`src/rtl/sw_input_buffer_pkg.sv`:
```
// Shared packet-format definitions for the mesh switch input stage.
// Packet layout, MSB to LSB: {row_addr, col_addr, data}.
package sw_input_buffer_pkg;

  localparam int DEF_ADDR_COL_W = 4;
  localparam int DEF_ADDR_ROW_W = 4;
  localparam int DEF_DATA_W     = 8;
  localparam int DEF_FIFO_DEPTH_W = 2;

  function automatic int packet_width(input int row_w, input int col_w, input int data_w);
    return row_w + col_w + data_w;
  endfunction

endpackage

```
`src/rtl/sw_fifo_mem.sv`:
```
// Packet storage: synchronous write, asynchronous read, cleared on reset so
// the read port never presents X after reset.
module sw_fifo_mem #(
  parameter int WIDTH  = 16,
  parameter int ADDR_W = 2
) (
  input  logic              clk_i,
  input  logic              rst_i,
  input  logic              we_i,
  input  logic [ADDR_W-1:0] waddr_i,
  input  logic [WIDTH-1:0]  wdata_i,
  input  logic [ADDR_W-1:0] raddr_i,
  output logic [WIDTH-1:0]  rdata_o
);

  localparam int DEPTH = 2 ** ADDR_W;

  logic [WIDTH-1:0] r_mem [DEPTH];

  always_ff @(posedge clk_i or posedge rst_i) begin
    if (rst_i) begin
      for (int i = 0; i < DEPTH; i++) begin
        r_mem[i] <= '0;
      end
    end else if (we_i) begin
      r_mem[waddr_i] <= wdata_i;
    end
  end

  assign rdata_o = r_mem[raddr_i];

endmodule

```
`src/rtl/sw_input_buffer.sv`:
```
// Per-input-port packet FIFO feeding the XY router and crossbar. Head packet
// fields are a combinational view of the oldest stored entry.
module sw_input_buffer
  import sw_input_buffer_pkg::*;
#(
  parameter int PACKET_ADDR_COL_W = DEF_ADDR_COL_W,
  parameter int PACKET_ADDR_ROW_W = DEF_ADDR_ROW_W,
  parameter int DATA_W            = DEF_DATA_W,
  parameter int FIFO_DEPTH_W      = DEF_FIFO_DEPTH_W,
  localparam int PACKET_W = packet_width(PACKET_ADDR_ROW_W, PACKET_ADDR_COL_W, DATA_W)
) (
  input  logic                         clk_i,
  input  logic                         rst_i,
  input  logic [PACKET_W-1:0]          packet_i,
  input  logic                         valid_i,
  output logic                         ready_o,
  output logic [PACKET_ADDR_COL_W-1:0] col_addr_o,
  output logic [PACKET_ADDR_ROW_W-1:0] row_addr_o,
  output logic [DATA_W-1:0]            data_o,
  output logic                         valid_o,
  input  logic                         pop_i,
  output logic [FIFO_DEPTH_W:0]        count_o
);

  // Handshakes: a push completes on an edge where valid_i && ready_o, a pop on
  // an edge where pop_i && valid_o. ready_o/valid_o come from pointer registers
  // only, so no input reaches a handshake output combinationally.
  logic [FIFO_DEPTH_W:0] r_wr_ptr;
  logic [FIFO_DEPTH_W:0] r_rd_ptr;
  logic                  w_empty;
  logic                  w_full;
  logic                  w_push;
  logic                  w_pop;
  logic [PACKET_W-1:0]   w_head;

  assign w_empty = (r_wr_ptr == r_rd_ptr);
  // Same slot index but opposite wrap bits means the writer is a lap ahead.
  assign w_full  = (r_wr_ptr[FIFO_DEPTH_W-1:0] == r_rd_ptr[FIFO_DEPTH_W-1:0]) &&
                   (r_wr_ptr[FIFO_DEPTH_W] != r_rd_ptr[FIFO_DEPTH_W]);
  assign w_push  = valid_i && !w_full;
  assign w_pop   = pop_i && !w_empty;

  always_ff @(posedge clk_i or posedge rst_i) begin
    if (rst_i) begin
      r_wr_ptr <= '0;
      r_rd_ptr <= '0;
    end else begin
      if (w_push) r_wr_ptr <= r_wr_ptr + 1'b1;
      if (w_pop)  r_rd_ptr <= r_rd_ptr + 1'b1;
    end
  end

  sw_fifo_mem #(
    .WIDTH  (PACKET_W),
    .ADDR_W (FIFO_DEPTH_W)
  ) u_mem (
    .clk_i   (clk_i),
    .rst_i   (rst_i),
    .we_i    (w_push),
    .waddr_i (r_wr_ptr[FIFO_DEPTH_W-1:0]),
    .wdata_i (packet_i),
    .raddr_i (r_rd_ptr[FIFO_DEPTH_W-1:0]),
    .rdata_o (w_head)
  );

  assign ready_o    = !w_full;
  assign valid_o    = !w_empty;
  assign count_o    = r_wr_ptr - r_rd_ptr;
  assign data_o     = w_head[DATA_W-1:0];
  assign col_addr_o = w_head[DATA_W +: PACKET_ADDR_COL_W];
  assign row_addr_o = w_head[DATA_W + PACKET_ADDR_COL_W +: PACKET_ADDR_ROW_W];

endmodule

```
`config.mk`:
```
export PLATFORM = sky130hd
export DESIGN_NAME = sw_input_buffer
export DESIGN_NICKNAME = d
export VERILOG_FILES = /design/src/rtl/sw_input_buffer_pkg.sv /design/src/rtl/sw_fifo_mem.sv /design/src/rtl/sw_input_buffer.sv
export SDC_FILE = /design/constraint.sdc
export NUM_CORES = 1
export LEC_CHECK = 0
export BUFFER_PORTS_ARGS = -buffer_cell sky130_fd_sc_hd__clkbuf_2
export CORE_UTILIZATION = 45
export CTS_CLUSTER_DIAMETER = 150
export DETAILED_ROUTE_END_ITERATION = 12
export PLACE_DENSITY = 0.67
export SKIP_LAST_GASP = 1
export SLEW_MARGIN = 20
export SYNTH_ARGS = -nofsm -noshare
export SYNTH_HDL_FRONTEND = slang
export SYNTH_SLANG_ARGS = --single-unit
```
`constraint.sdc`:
```
create_clock -name clk_i -period 2.48 [get_ports clk_i]
set_input_delay 0.372 -clock clk_i [delete_from_list [all_inputs] [get_ports clk_i]]
set_output_delay 0.372 -clock clk_i [all_outputs]
set_load 0.01 [all_outputs]
```
Word level (Yosys, flattened, before mapping) --
Cells that the tools add are included.
Word-level totals: register bits after elaboration 70, input port bits 20, output and inout port bits 21, word-level logic and storage cells 29
Cells by class: $add $sub $neg 3, $lt $le $gt $ge 3, equality and inequality tests 3, mux-type cells 6, bitwise operators 2, reduce and logical (&&, ||, !) cells 6
Operators with widths (number):
- $bwmux W64 | 1
- $mux W16 | 3
- $bmux W16 S2 | 1
- $demux W16 S2 | 1
- $add A3 B1 Y3 const B | 2
- $ge A3 B3 Y1 const B | 2
- $not A2 Y3 | 2
- $logic_and A1 B1 Y1 | 4
- $eq A3 B3 Y1 | 1
- $lt A3 B1 Y1 const B | 1
- $sub A3 B3 Y3 | 1
- $eq A2 B2 Y1 | 1
- $logic_not A1 Y1 | 2
- $ne A1 B1 Y1 | 1

Longest topological paths before layout --
word-level depth 6, gate-level depth with buffers 9, gate-level depth less buffers 5

By module --
From an unflattened synthesis, not the netlist that was laid out.
Unflattened totals: cells, all modules 196, area total of the unflattened synthesis 3195.6 um^2
By module, submodules not included:
- sw_fifo_mem | times used 1, cells each 157, area an instance 2797.7 um^2, seq. area each 1601.5 um^2
- sw_input_buffer | times used 1, cells each 39, area an instance 397.9 um^2, seq. area each 150.1 um^2

Least setup slack after synthesis --
Ideal clock, no wire load.
path kind reg-to-reg, start point reg r_rd_ptr[1], end point reg u_mem.r_mem[0] (netlist bit), library setup time 125 ps, arrival 2599 ps, required time 2355 ps, slack -243 ps, cell stages (with the launch flop) 10, buffers on the path 4, clock period less this slack 2723 ps, path through dfrtp_1 > clkbuf_1 > buf_1 > inv_1 > ha_1 > and2_1 > clkbuf_1 > a21oi_2 > clkbuf_8 > mux2_2
On the way: longest elaborated chain between the ends 4
RTL lines:
- from (decl) | line sw_input_buffer.sv:29 | logic [FIFO_DEPTH_W:0] r_rd_ptr;
- from (signal assigned) | line sw_input_buffer.sv:49 | if (w_pop) r_rd_ptr <= r_rd_ptr + 1'b1;
- $eq A2 B2 Y1 | line sw_input_buffer.sv:38 | assign w_full = (r_wr_ptr[FIFO_DEPTH_W-1:0] == r_rd_ptr[FIFO_DEPTH_W-1:0]) &&
- $logic_and A1 B1 Y1 | line sw_input_buffer.sv:38
- $logic_not A1 Y1 | line sw_input_buffer.sv:40 | assign w_push = valid_i && !w_full;
- $logic_and A1 B1 Y1 | line sw_input_buffer.sv:40
- to (signal, indexed assignment) | line sw_fifo_mem.sv:26 | r_mem[waddr_i] <= wdata_i;
- to (decl) | line sw_fifo_mem.sv:18 | logic [WIDTH-1:0] r_mem [DEPTH];
No other way between the ends. A chain may end at the register's enable or synchronous reset.

Worst setup path after layout --
start point reg r_wr_ptr[0], end point out ready_o
On the way: longest elaborated chain between the ends 3
RTL lines:
- from (decl) | line sw_input_buffer.sv:28 | logic [FIFO_DEPTH_W:0] r_wr_ptr;
- from (signal assigned) | line sw_input_buffer.sv:48 | if (w_push) r_wr_ptr <= r_wr_ptr + 1'b1;
- $eq A2 B2 Y1 | line sw_input_buffer.sv:38
- $logic_and A1 B1 Y1 | line sw_input_buffer.sv:38
- $logic_not A1 Y1 | line sw_input_buffer.sv:66 | assign ready_o = !w_full;
- to (decl) | line sw_input_buffer.sv:16 | output logic ready_o,
No other way between the ends.

==> parameters.txt <==
Parameter                              Value

Timing
  Final number of max-transition violations    0
  Actual transition at the worst max-transition pin    0.575 ns
  Final Worst Setup Slack    0.283 ns
  Highest clock frequency the design can meet    455 MHz
  Crit share post-route    0.886
  Shortest clock period the worst path allows after layout    2.20 ns
  Final number of hold-violating endpoints    0
  Worst-case headroom to the max-slew limit    0.616
  # setup viols final    0
  Final worst clock skew    0.0131 ns
  Setup TNS Final    0 ns
  RSZ-0062 raised after global routing    no

Route
  Via/cell ratio    between 5 and 6
  Routed Antenna Nets    0
  Total wire length    approximately 6000 um
  Drt pass-1 iters    4
  Total vias in the final route    1849
  Average wire per standard cell    about 17 um
  Violation count after the first detailed-routing iteration    70
  Number of design rule violations left after detail routing    0

Yosys
  Synth cell types    19
  Synth Net Count    229
  Sequential fraction of the synthesis area    0.543
  Largest family of logic cells by synthesized area    multiplexers
  Yosys reg bits    70
  Post-synthesis cell area    0.00322 mm^2
  Share of cell area taken by muxes after synthesis    0.346
  Share of the synthesized area in the top cell type    0.543
  Xor and xnor area share after synthesis    0.0159
  Cells after Synth    201
  Warnings from Yosys    0
  Cell accounting for the most synthesized area    sky130_fd_sc_hd__dfrtp_1
  Average size of a mapped cell    16.0 um^2
  Synthesized-area fraction occupied by adder cells    0.0334
  Top post-synthesis cells by area    sky130_fd_sc_hd__dfrtp_1 54%, sky130_fd_sc_hd__mux2_2 23%, sky130_fd_sc_hd__mux4_2 11%
  Area fraction in compound gates after synthesis    0.0221
  Fraction of the mapped netlist area in simple logic gates    0.0113

Critical path
  Crit path max fanout    7
  WP data required    approximately 2.1 ns
  Worst path arrival time    1.83 ns
  CP peak stage delay    0.42 ns
  Setup crit start kind    flip-flop
  WS Path Type    flip-flop to output pin
  Standard cell with the maximum stage delay on the critical path    sky130_fd_sc_hd__dfrtp_1
  Type of destination of the critical path    output pin
  Critical path, cell by cell    inv_1 > ha_1 > and2_1 > nand2_1 > clkbuf_2

Placement
  Placer congestion estimate    0.791
  Worst setup slack after placement    0.358 ns
  HPWL after DPL    about 4100 um
  Total of buffers placed on input and output ports    40

Power and ir drop
  Switching power share of the total    0.335
  Total Power    between 5 and 6 mW
  Clock power share    0.181
  Leakage power of the design    1.66 nW
  Power density over cell area    1520 mW/mm^2
  Cell-internal power    3.84 mW
  Sequential share of power    0.358
  Switching power summed over all nets    roughly 1.9 mW
  Maximum vdd ir drop    0.719 mV
  Combinational cell fraction of total power    0.461

Floorplan
  Starting density of the core    0.469
  Core area    0.00687 mm^2
  I/O pin count    ~40
  Die Ht    86.6 um
  Row Count    30
  Area of the die    0.00751 mm^2
  Die X-Extent    86.6 um

Global route
  Antenna violations before repair    0
  Maximum number of pins on one net before global-route repair    33
  Overall track demand over capacity in global routing    0.182
  Global-route wire length before repair    10000 um
  Congestion Overflow GR    0
  Via count of the first global-routing pass    1976

Clock tree
  CTS sink count    70
  CTS tree    done
  CTS root buf    sky130_fd_sc_hd__clkbuf_8
  Number of buffers inserted during clock tree synthesis    9
  Buffer depth of the longest clock path    2
  # H-tree levels    3
  Post-CTS Setup Inserts    0
  Post-CTS clock slew at the launch and capture registers of the worst setup and hold paths    about 0.08 ns
  Clk_lat worst skew    ~0.34 ns
  Number of gates resized after CTS    0
  Hold buffer count at cts    0

Worst hold path
  HP Class    input pin to asynchronous set/reset pin

Cells and area
  Area growth syn-to-layout    17.9%
  Highest-count cells in the layout ignoring fill and taps    70 x sky130_fd_sc_hd__dfrtp_1, 67 x sky130_fd_sc_hd__mux2_2, 40 x sky130_fd_sc_hd__clkbuf_2, 16 x sky130_fd_sc_hd__mux4_2, 11 x sky130_fd_sc_hd__clkbuf_8
  Fin nets    280
  Antenna diode count    0
  Ratio of cells with drive above 1 in the final layout    0.599
  Most common cell after layout, fill and taps aside    sky130_fd_sc_hd__dfrtp_1

Job
  MaxCap Viol Count    0

Status
  Run status    finished, final reports clean
## worst max-delay path: cells and delay by family (launching register included)
family	cells	cell delay, ns
simple gates	2	0.46
flops	1	0.42
fa+ha+maj	1	0.35
buf+inv	2	0.26
## kinds of logic (layout without fill, tap and decap cells)
kind of cell | Yosys count | count (layout)
mux | 83 | 83
flops | 70 | 70
buf+inv | 15 | 71
compound gates | 11 | 11
simple gates | 9 | 9
fa+ha+maj | 8 | 8
xor+xnor | 5 | 5
## metal layers
layer  global-route usage  share of wire
met1                0.246           0.46
met5                    0              0
met2                0.292           0.50
met4               0.0727         0.0096
met3               0.0352          0.023
## registers in the layout, summed over array words and instances (netlist names)
| register | flops |
|---|---|
| u_mem.r_mem | 64 |
| r_rd_ptr | 3 |
| r_wr_ptr | 3 |
## stage by stage
stage	instances	hold WS, ns	util	area, um^2
2_1_floorplan	201	0.475	-	3230
3_3_place_gp	337	0.455	0.519	3570
3_5_place_dp	337	0.451	0.519	3570
4_1_cts	353	0.0786	0.553	3800
5_1_grt	353	0.122	0.553	3800
6_report	353	0.0638	0.553	3800
## cell type report
type	count	area, um^2
clock buffers	11	151
clock inverters	5	81.3
fillers	554	3070
inverters	6	22.5
multi-input cells	116	1380
flip-flops and latches	70	1750
well taps	96	120
repair buffers	49	293
## power by group through the flow
| stage | clock network, mW | logic [mW] | registers (mW) |
|---|---|---|---|
| CTS | 1.07 | 2.72 | 2.07 |
| global route | 1.11 | 2.92 | 2.14 |
| floorplan | 0 | 2.02 | 1.97 |
| global placement | 0 | 2.65 | 2.06 |
| detailed placement | 0 | 2.70 | 2.09 |
| finish | 1.04 | 2.67 | 2.07 |
## Yosys cell counts
cell	instances
sky130_fd_sc_hd__nand2_1	8
sky130_fd_sc_hd__and2_1	1
sky130_fd_sc_hd__clkbuf_8	1
sky130_fd_sc_hd__xnor2_1	4
sky130_fd_sc_hd__clkbuf_1	2
sky130_fd_sc_hd__o21ai_0	3
sky130_fd_sc_hd__a21oi_2	4
sky130_fd_sc_hd__xor2_2	1
sky130_fd_sc_hd__buf_2	2
sky130_fd_sc_hd__inv_1	6
sky130_fd_sc_hd__mux2_2	67
sky130_fd_sc_hd__dfrtp_1	70
sky130_fd_sc_hd__mux4_2	16
sky130_fd_sc_hd__a21oi_1	3
sky130_fd_sc_hd__ha_1	7
sky130_fd_sc_hd__fa_1	1
sky130_fd_sc_hd__buf_1	1
sky130_fd_sc_hd__buf_6	3
sky130_fd_sc_hd__a31oi_1	1
## final timing paths
path | startpoint | endpoint | slack (ns) | cells after the start
max in group asynchronous | rst_i | u_mem.r_mem[50]$_DFFE_PP0P_ | 1.80 | 3
min in group clk_i | pop_i | r_rd_ptr[2]$_DFFE_PP0P_ | 0.26 | 2
worst min-delay path | rst_i | u_mem.r_mem[60]$_DFFE_PP0P_ | 0.06 | 2
worst max-delay path | r_wr_ptr[0]$_DFFE_PP0P_ | ready_o | 0.28 | 5
worst max register to register | r_wr_ptr[0]$_DFFE_PP0P_ | u_mem.r_mem[24]$_DFFE_PP0P_ | 0.32 | 6
worst min register to register | u_mem.r_mem[3]$_DFFE_PP0P_ | u_mem.r_mem[3]$_DFFE_PP0P_ | 0.50 | 1
Note: power is estimated with default switching activity, not from simulation.
